===== config.mk =====
export PLATFORM = sky130hd
export DESIGN_NAME = id_issue_queue_flat
export DESIGN_NICKNAME = d
export VERILOG_FILES = /design/src/rtl/id_issue_queue_if.sv /design/src/rtl/id_issue_queue.sv /design/src/flat_wrapper.sv
export SDC_FILE = /design/constraint.sdc
export NUM_CORES = 1
export LEC_CHECK = 0
export CAP_MARGIN = 20
export CORE_UTILIZATION = 45
export DETAILED_ROUTE_END_ITERATION = 12
export PLACE_DENSITY = 0.7
export SYNTH_ARGS = -nofsm -noshare
export SYNTH_HDL_FRONTEND = slang
export SYNTH_SLANG_ARGS = --single-unit

===== constraint.sdc =====
create_clock -name clk -period 4.6 [get_ports clk]
set_input_delay 0.92 -clock clk [delete_from_list [all_inputs] [get_ports clk]]
set_output_delay 0.92 -clock clk [all_outputs]
set_load 0.01 [all_outputs]

===== src/rtl/id_issue_queue_if.sv =====
// Decoder/EX-side bundle for the in-order issue queue between ID and EX.
// Push handshake: a push happens on a rising edge where in_en_=0, in_ready=1 and flush=0.
// Pop handshake: the head (out_en_=0) leaves on a rising edge where stall=0 and flush=0.
interface id_issue_queue_if #(
    parameter int DEPTH     = 4,
    parameter int PAYLOAD_W = 96,
    parameter int PC_W      = 30,
    parameter int REG_AW    = 5
);
    localparam int CNT_W = $clog2(DEPTH) + 1;

    logic                 in_en_;
    logic [PC_W-1:0]      in_pc;
    logic [PAYLOAD_W-1:0] in_payload;
    logic [REG_AW-1:0]    in_dst_addr;
    logic                 in_gpr_we_;
    logic                 in_is_ld;
    logic                 in_ready;
    logic [REG_AW-1:0]    rs_addr_0;
    logic [REG_AW-1:0]    rs_addr_1;
    logic                 ld_hazard;
    logic                 stall;
    logic                 flush;
    logic                 out_en_;
    logic [PC_W-1:0]      out_pc;
    logic [PAYLOAD_W-1:0] out_payload;
    logic [REG_AW-1:0]    out_dst_addr;
    logic                 out_gpr_we_;
    logic                 out_is_ld;
    logic [CNT_W-1:0]     count;

    modport master (
        output in_en_, in_pc, in_payload, in_dst_addr, in_gpr_we_, in_is_ld,
               rs_addr_0, rs_addr_1, stall, flush,
        input  in_ready, ld_hazard, out_en_, out_pc, out_payload, out_dst_addr,
               out_gpr_we_, out_is_ld, count
    );

    modport slave (
        input  in_en_, in_pc, in_payload, in_dst_addr, in_gpr_we_, in_is_ld,
               rs_addr_0, rs_addr_1, stall, flush,
        output in_ready, ld_hazard, out_en_, out_pc, out_payload, out_dst_addr,
               out_gpr_we_, out_is_ld, count
    );
endinterface


===== src/rtl/id_issue_queue.sv =====
// DEPTH-entry in-order issue queue between decode and EX, with a load-use
// scoreboard over the queued load destinations.
module id_issue_queue #(
    parameter int DEPTH     = 4,
    parameter int PAYLOAD_W = 96,
    parameter int PC_W      = 30,
    parameter int REG_AW    = 5
) (
    input  logic clk,
    input  logic reset_,
    id_issue_queue_if.slave bus
);
    localparam int AW = $clog2(DEPTH);
    localparam int CW = AW + 1;

    logic [PC_W-1:0]      r_pc      [DEPTH];
    logic [PAYLOAD_W-1:0] r_payload [DEPTH];
    logic [REG_AW-1:0]    r_dst     [DEPTH];
    logic [DEPTH-1:0]     r_we_;
    logic [DEPTH-1:0]     r_ld;
    logic [DEPTH-1:0]     r_vld;
    logic [AW-1:0]        r_wp;
    logic [AW-1:0]        r_rp;
    logic [CW-1:0]        r_count;

    logic w_empty;
    logic w_in_ready;
    logic w_push;
    logic w_pop;
    logic w_hazard;

    // in_ready depends on registered occupancy only, never on stall.
    assign w_empty    = (r_count == '0);
    assign w_in_ready = (r_count != CW'(DEPTH));
    assign w_push     = ~bus.in_en_ & w_in_ready & ~bus.flush;
    assign w_pop      = ~w_empty & ~bus.stall & ~bus.flush;

    always_ff @(posedge clk or negedge reset_) begin
        if (!reset_) begin
            r_wp    <= '0;
            r_rp    <= '0;
            r_count <= '0;
            r_vld   <= '0;
        end else if (bus.flush) begin
            r_wp    <= '0;
            r_rp    <= '0;
            r_count <= '0;
            r_vld   <= '0;
        end else begin
            // Push and pop never target the same slot: that needs count 0 or DEPTH.
            if (w_pop) begin
                r_rp        <= r_rp + 1'b1;
                r_vld[r_rp] <= 1'b0;
            end
            if (w_push) begin
                r_wp        <= r_wp + 1'b1;
                r_vld[r_wp] <= 1'b1;
            end
            case ({w_push, w_pop})
                2'b10:   r_count <= r_count + 1'b1;
                2'b01:   r_count <= r_count - 1'b1;
                default: r_count <= r_count;
            endcase
        end
    end

    // Entry data needs no reset; it is only observed through a valid bit or non-empty head.
    always_ff @(posedge clk) begin
        if (w_push) begin
            r_pc[r_wp]      <= bus.in_pc;
            r_payload[r_wp] <= bus.in_payload;
            r_dst[r_wp]     <= bus.in_dst_addr;
            r_we_[r_wp]     <= bus.in_gpr_we_;
            r_ld[r_wp]      <= bus.in_is_ld;
        end
    end

    // The popping entry still counts; the incoming entry does not.
    always_comb begin
        w_hazard = 1'b0;
        for (int i = 0; i < DEPTH; i++) begin
            if (r_vld[i] && r_ld[i] && !r_we_[i] &&
                ((r_dst[i] == bus.rs_addr_0) || (r_dst[i] == bus.rs_addr_1))) begin
                w_hazard = 1'b1;
            end
        end
    end

    assign bus.in_ready     = w_in_ready;
    assign bus.ld_hazard    = w_hazard;
    assign bus.count        = r_count;
    assign bus.out_en_      = w_empty;
    assign bus.out_pc       = w_empty ? '0   : r_pc[r_rp];
    assign bus.out_payload  = w_empty ? '0   : r_payload[r_rp];
    assign bus.out_dst_addr = w_empty ? '0   : r_dst[r_rp];
    assign bus.out_gpr_we_  = w_empty ? 1'b1 : r_we_[r_rp];
    assign bus.out_is_ld    = w_empty ? 1'b0 : r_ld[r_rp];
endmodule


===== src/flat_wrapper.sv =====
// flat-port wrapper written by rule: the top's interface ports become plain ports
module id_issue_queue_flat 
#(
    parameter int DEPTH     = 4,
    parameter int PAYLOAD_W = 96,
    parameter int PC_W      = 30,
    parameter int REG_AW    = 5
)
  (clk, reset_, bus_in_en_, bus_in_pc, bus_in_payload, bus_in_dst_addr, bus_in_gpr_we_, bus_in_is_ld, bus_rs_addr_0, bus_rs_addr_1, bus_stall, bus_flush, bus_in_ready, bus_ld_hazard, bus_out_en_, bus_out_pc, bus_out_payload, bus_out_dst_addr, bus_out_gpr_we_, bus_out_is_ld, bus_count);
  id_issue_queue_if #(.DEPTH(DEPTH), .PAYLOAD_W(PAYLOAD_W), .PC_W(PC_W), .REG_AW(REG_AW)) bus_i ();
  input  logic clk;
  input  logic reset_;
  input wire logic [$bits(bus_i.in_en_)-1:0] bus_in_en_;
  input wire logic [$bits(bus_i.in_pc)-1:0] bus_in_pc;
  input wire logic [$bits(bus_i.in_payload)-1:0] bus_in_payload;
  input wire logic [$bits(bus_i.in_dst_addr)-1:0] bus_in_dst_addr;
  input wire logic [$bits(bus_i.in_gpr_we_)-1:0] bus_in_gpr_we_;
  input wire logic [$bits(bus_i.in_is_ld)-1:0] bus_in_is_ld;
  input wire logic [$bits(bus_i.rs_addr_0)-1:0] bus_rs_addr_0;
  input wire logic [$bits(bus_i.rs_addr_1)-1:0] bus_rs_addr_1;
  input wire logic [$bits(bus_i.stall)-1:0] bus_stall;
  input wire logic [$bits(bus_i.flush)-1:0] bus_flush;
  output wire logic [$bits(bus_i.in_ready)-1:0] bus_in_ready;
  output wire logic [$bits(bus_i.ld_hazard)-1:0] bus_ld_hazard;
  output wire logic [$bits(bus_i.out_en_)-1:0] bus_out_en_;
  output wire logic [$bits(bus_i.out_pc)-1:0] bus_out_pc;
  output wire logic [$bits(bus_i.out_payload)-1:0] bus_out_payload;
  output wire logic [$bits(bus_i.out_dst_addr)-1:0] bus_out_dst_addr;
  output wire logic [$bits(bus_i.out_gpr_we_)-1:0] bus_out_gpr_we_;
  output wire logic [$bits(bus_i.out_is_ld)-1:0] bus_out_is_ld;
  output wire logic [$bits(bus_i.count)-1:0] bus_count;
  assign bus_i.in_en_ = bus_in_en_;
  assign bus_i.in_pc = bus_in_pc;
  assign bus_i.in_payload = bus_in_payload;
  assign bus_i.in_dst_addr = bus_in_dst_addr;
  assign bus_i.in_gpr_we_ = bus_in_gpr_we_;
  assign bus_i.in_is_ld = bus_in_is_ld;
  assign bus_i.rs_addr_0 = bus_rs_addr_0;
  assign bus_i.rs_addr_1 = bus_rs_addr_1;
  assign bus_i.stall = bus_stall;
  assign bus_i.flush = bus_flush;
  assign bus_in_ready = bus_i.in_ready;
  assign bus_ld_hazard = bus_i.ld_hazard;
  assign bus_out_en_ = bus_i.out_en_;
  assign bus_out_pc = bus_i.out_pc;
  assign bus_out_payload = bus_i.out_payload;
  assign bus_out_dst_addr = bus_i.out_dst_addr;
  assign bus_out_gpr_we_ = bus_i.out_gpr_we_;
  assign bus_out_is_ld = bus_i.out_is_ld;
  assign bus_count = bus_i.count;
  id_issue_queue #(.DEPTH(DEPTH), .PAYLOAD_W(PAYLOAD_W), .PC_W(PC_W), .REG_AW(REG_AW)) u_core (.clk(clk), .reset_(reset_), .bus(bus_i));
endmodule

# == Word level (Yosys, flattened, before mapping) ==
# Memory sizes are Yosys's and may differ from the RTL's.
# Cells that the tools add are included.
# totals
wordCells,96
in_bits,148
output_inout_bits,139
n_memories,3
mem_bits_rw,524
reg_bits,19
mem_bits_ro,0
latch_bits,0
# mem_list
memory,depth,width,rd,rd_clocked_by_memory_dff,wr,line_no,rtl
u_core.r_payload,4,96,1,0,1,id_issue_queue.sv:17,logic [PAYLOAD_W-1:0] r_payload [DEPTH];
u_core.r_pc,4,30,1,0,1,id_issue_queue.sv:16,logic [PC_W-1:0] r_pc [DEPTH];
u_core.r_dst,4,5,5,0,1,id_issue_queue.sv:18,logic [REG_AW-1:0] r_dst [DEPTH];
# op_classes
magnitude_cmp,4
n_div,0
mux,31
n_shift,0
bitwise_logic,11
eq_ne,11
n_addsub,4
n_mul,0
reduce_logical,26
# ops
operator,n
two-way mux 96 bit,1
equality test 5 bit,8
two-way mux 30 bit,1
two-way mux 4 bit,4
logical AND 1 bit,14
two-way mux 1 bit,12
bitwise mux 4 bit,2
two-way mux 2 bit,4
"< comparator 2 x 3 -> 1 bit, second input constant",2
one-hot mux 3 bit (2 select lines),1
two-way mux 5 bit,1
"adder 2 x 1 -> 2 bit, second input constant",2
AND 1 bit,4
AND 4 bit,1
binary-select mux 1 bit (select 2 bit),2
demux 1 bit (select 2 bit),2
"greater-or-equal comparator 2 x 1 -> 1 bit, second input constant",2
logical NOT 1 bit,4
logical OR 1 bit,4
NOT 1 bit,4
NOT 4 bit,1
bitwise OR 4 bit,1
nonzero test 2 bit,2
"adder 3 x 1 -> 3 bit, second input constant",1
other kinds (7),7

# == Logic depth before layout (Yosys ltp) ==
# depth
depth_word,11
mapped_depth,8
mapped_depth_nobuf,6

# == Least setup slack after synthesis ==
# No wires, ideal clock.
# synth_timing
kind,in2reg
start,in bus_flush
end,"mem u_core.r_dst[0][0], enable pin"
required_time_ps,4092
cell_stages,2
n_path_buf,0
setup_ps,508
setup_slack_ps,-185
t_arrival_ps,4277
path_cell_list,nor3_1 > and2_1
# synth_between
elab_chain_cells,4
# synth_lines
element,line_no,rtl
start: declaration,flat_wrapper.sv:22,input wire logic [$bits(bus_i.flush)-1:0] bus_flush;
NOT 1 bit,id_issue_queue.sv:35,assign w_push = ~bus.in_en_ & w_in_ready & ~bus.flush;
AND 1 bit,id_issue_queue.sv:35,
two-way mux 1 bit,id_issue_queue.sv:69,if (w_push) begin
two-way mux 1 bit (implied by the code),id_issue_queue.sv:72,r_dst[r_wp] <= bus.in_dst_addr;
end: declaration,id_issue_queue.sv:18,
# No other way between the ends.

# == Worst setup path after layout ==
# layout_timing
start,reg u_core.r_rp[0]
end,out bus_out_payload[66]
# layout_between
elab_chain_cells,2
# layout_lines
element,line_no,rtl
start: declaration,id_issue_queue.sv:23,logic [AW-1:0] r_rp;
start signal: assignment,id_issue_queue.sv:52,r_rp <= r_rp + 1'b1;
memory (4 x 96 bit),-,
two-way mux 96 bit,id_issue_queue.sv:94,assign bus.out_payload = w_empty ? '0 : r_payload[r_rp];
end: declaration,flat_wrapper.sv:27,output wire logic [$bits(bus_i.out_payload)-1:0] bus_out_payload;
# No other way between the ends.

==> impl_metrics.tcl <==
set metrics [dict create \
    htreeDepth 2 \
    reg2regPathDepth 6 \
    gp_congestion 0.8356 \
    grt_remaining_overflow 0 \
    power_switching_w 0.003485 \
    max_freq_mhz 253.1 \
    avgSynthCellArea_um2 21.61 \
    outcome "complete, no violations" \
    path_cells "buf_12, mux4_2, and2_1, clkdlybuf4s50_1" \
    area_growth_pct 26.53 \
    fin_tns_setup_ns 0 \
    grt_pass1_wl_mm 65.92 \
    pwr-share-clk_pct 32.0 \
    drive_gt1_share_pct 18.64 \
    wirelength_mm 43.83 \
    drc 0 \
    chipWidth_um 219.2 \
    p_comb_share_pct 25.1 \
    drv_slew 0 \
    cts_resized 0 \
    antenna_found_initial 3 \
    irDropWorstVdd_v 0.0003899 \
    path_clk_slew_ns 0.06 \
    yosysSeqAreaShare_pct 76.57 \
    critical_path_class "reg2out" \
    setup_violations 0 \
    netlist_area_um2 21220 \
    holdPathEnd "u_core.r_vld[2]$_DFF_PN0_" \
    drtIter0Drc 694 \
    dr.pass1.iters 4 \
    power_leakage_nw 8.565 \
    cts_setup_buffers 0 \
    finalPower_w 0.01359 \
    cts_sinks 543 \
    grt_pass1_vias 11107 \
    cts_inserted_buffers 56 \
    power-per-cell-area_nw_per_um2 506.1 \
    finalCritPeriodShare_pct 85.90 \
    worstHoldPathType "reg2reg" \
    wl_per_cell_um 22.36 \
    netlist.area_leader.share_pct 75.27 \
    die_area_um2 48030 \
    worstMarginPinSlew_ns 0.7320 \
    synth_seq_cells 543 \
    p_sw_share_pct 25.64 \
    io_buffer_count 286 \
    fin_crit_ns 3.951 \
    synth_warnings 0 \
    hpwl_mm 26.41 \
    grt_max_degree 63 \
    clockBufferDepth 3 \
    clock_latency_ns 0.60 \
    drv_cap 0 \
    crit_required_ns 3.68 \
    crit_path_end_kind "output port" \
    crit_start "u_core.r_rp[0]$_DFFE_PN0P_" \
    postSynthCellCount 982 \
    p_seq_share_pct 42.9 \
    synthTopCellsByArea "edfxtp_1, mux4_2, and2_1" \
    hold_viol_final 0 \
    initial_core_util_pct 45.59 \
    rsz0062_at_grt "no" \
    hold_buffers 0 \
    cp_slowest_stage_delay_ns 0.83 \
    placement_rows 79 \
    timing.rr.end "u_core.bus.count[2]$_DFFE_PN0P_" \
    worstPathMaxFanout 34 \
    reg2reg_slack_ns 2.15 \
    synthesis.nets 1139 \
    cp.arrival_ns 3.03 \
    finalNetCount 1464 \
    r2r_start "u_core.bus.count[0]$_DFFE_PN0P_" \
    cts_tree "done" \
    die_h_um 219.2 \
    grt_usage_pct 18.47 \
    worstHoldStart "u_core.r_vld[2]$_DFF_PN0_" \
    coreArea_um2 46560 \
    fin_skew_ns 0.02008 \
    startpoint_type "flip-flop" \
    min_path_cells 2 \
    slowest_stage "dfrtp_4" \
    yosysTopAreaCell "edfxtp_1" \
    intPower_w 0.01011 \
    ys_types 34 \
    cts_root_buffer "clkbuf_16" \
    vias 10408 \
    slew_headroom_pct 51.20 \
    postRouteAntennaNets 0 \
    io_pins 287 \
    routed_via_density 5.310 \
]
==> how the worst max path moves through the flow <==
stage / to / depth (start not counted)
6_report: bus_out_payload[66] / 4
5_1_grt: bus_out_payload[84] / 4
3_5_place_dp: bus_ld_hazard / 6
3_3_place_gp: bus_ld_hazard / 6
2_1_floorplan: u_core.r_dst[0][0]$_DFFE_PP_ / 2
4_1_cts: bus_out_payload[89] / 4
==> metrics by stage <==
step           std cells  setup slack [ns]  hold WS, ns  utilization (%)  instance area [um2]
2_1_floorplan        982             1.291       0.4912                -                21230
3_3_place_gp        1856            0.9483       0.5355            53.85                25070
3_5_place_dp        1856            0.9034       0.5409            53.85                25070
4_1_cts             1959            0.5081       0.5600            57.67                26850
5_1_grt             1959            0.4628       0.5922            57.67                26850
6_report            1960            0.6487       0.5637            57.68                26850
==> layer usage <==
metal / global-route usage [%] / wire length [um]
met5: 0 / 25
met4: 5.764 / 814
met3: 5.461 / 3039
met2: 30.90 / 22130
met1: 23.16 / 17820
==> placed cells by master (no fill, tap or decap), types with 5 or more instances in the layout <==
cell	n
clkbuf_1	11
mux4_2	133
buf_4	11
nor2_1	19
inv_1	7
a22oi_1	8
buf_12	17
xor2_1	40
edfxtp_1	532
nor4_1	8
clkdlybuf4s50_1	286
dfrtp_1	9
clkbuf_16	57
and2_1	132
clkinv_1	10
nand3b_1	5
ha_1	8
clkinv_2	13
==> worst max-delay path: cells and delay by family (launching register included) <==
family	cells	cell delay, ns
DFF	1	0.83
and+or+nand+nor	1	0.16
buffers and inverters	2	0.90
muxes	1	0.53
==> state kept, by name, indices dropped and copies added (netlist names) <==
register,cells
u_core.bus.count,3
u_core.r_dst,20
u_core.r_ld,4
u_core.r_payload,384
u_core.r_pc,120
u_core.r_rp,2
u_core.r_vld,4
u_core.r_we_,4
u_core.r_wp,2
==> kinds of logic after synthesis <==
logic type	after synthesis	share of synthesized area [%]
fa+ha+maj	9	0.5660
simple gates	181	5.129
mux	135	14.21
buf+inv	54	1.161
xor+xnor	42	1.733
compound gates	18	0.6249
flops	543	76.57
==> cell usage after synthesis <==
cell,instances
a211oi_4,1
a21oi_1,4
a22oi_1,8
and2_1,136
buf_1,3
buf_2,14
buf_4,5
buf_6,1
clkbuf_1,24
dfrtp_1,11
edfxtp_1,532
fa_1,1
ha_1,8
inv_1,7
mux2_1,1
mux2i_1,1
mux4_2,133
nand2_1,1
nand3_1,4
nand3b_1,5
nand4_1,1
nor2_1,19
nor2b_1,1
nor3_1,2
nor3b_1,1
nor3b_2,1
nor4_1,8
o211a_1,1
o211ai_1,1
o21ai_0,3
or2_1,1
or3_1,1
xnor2_1,2
xor2_1,40
==> area by class of cell <==
class | instances | area [um2]
clock inverters | 34 | 299.0
clock buffers | 69 | 1481
diodes | 1 | 2.502
repair buffers | 314 | 3286
inverters | 7 | 26.28
multi-input cells | 385 | 4741
well taps | 607 | 759.5
fillers | 3455 | 19700
flip-flops and latches | 543 | 16260
==> power by group through the flow <==
stage | Clock, W | Sequential (W) | Combinational (W)
floorplan | 0 | 0.00586 | 0.00181
global placement | 0 | 0.00593 | 0.00347
detailed placement | 0 | 0.00594 | 0.00347
CTS | 0.00447 | 0.00584 | 0.00349
global route | 0.00465 | 0.00586 | 0.00367
finish | 0.00435 | 0.00583 | 0.00341
No activity file was read; power rests on OpenSTA's default activity.
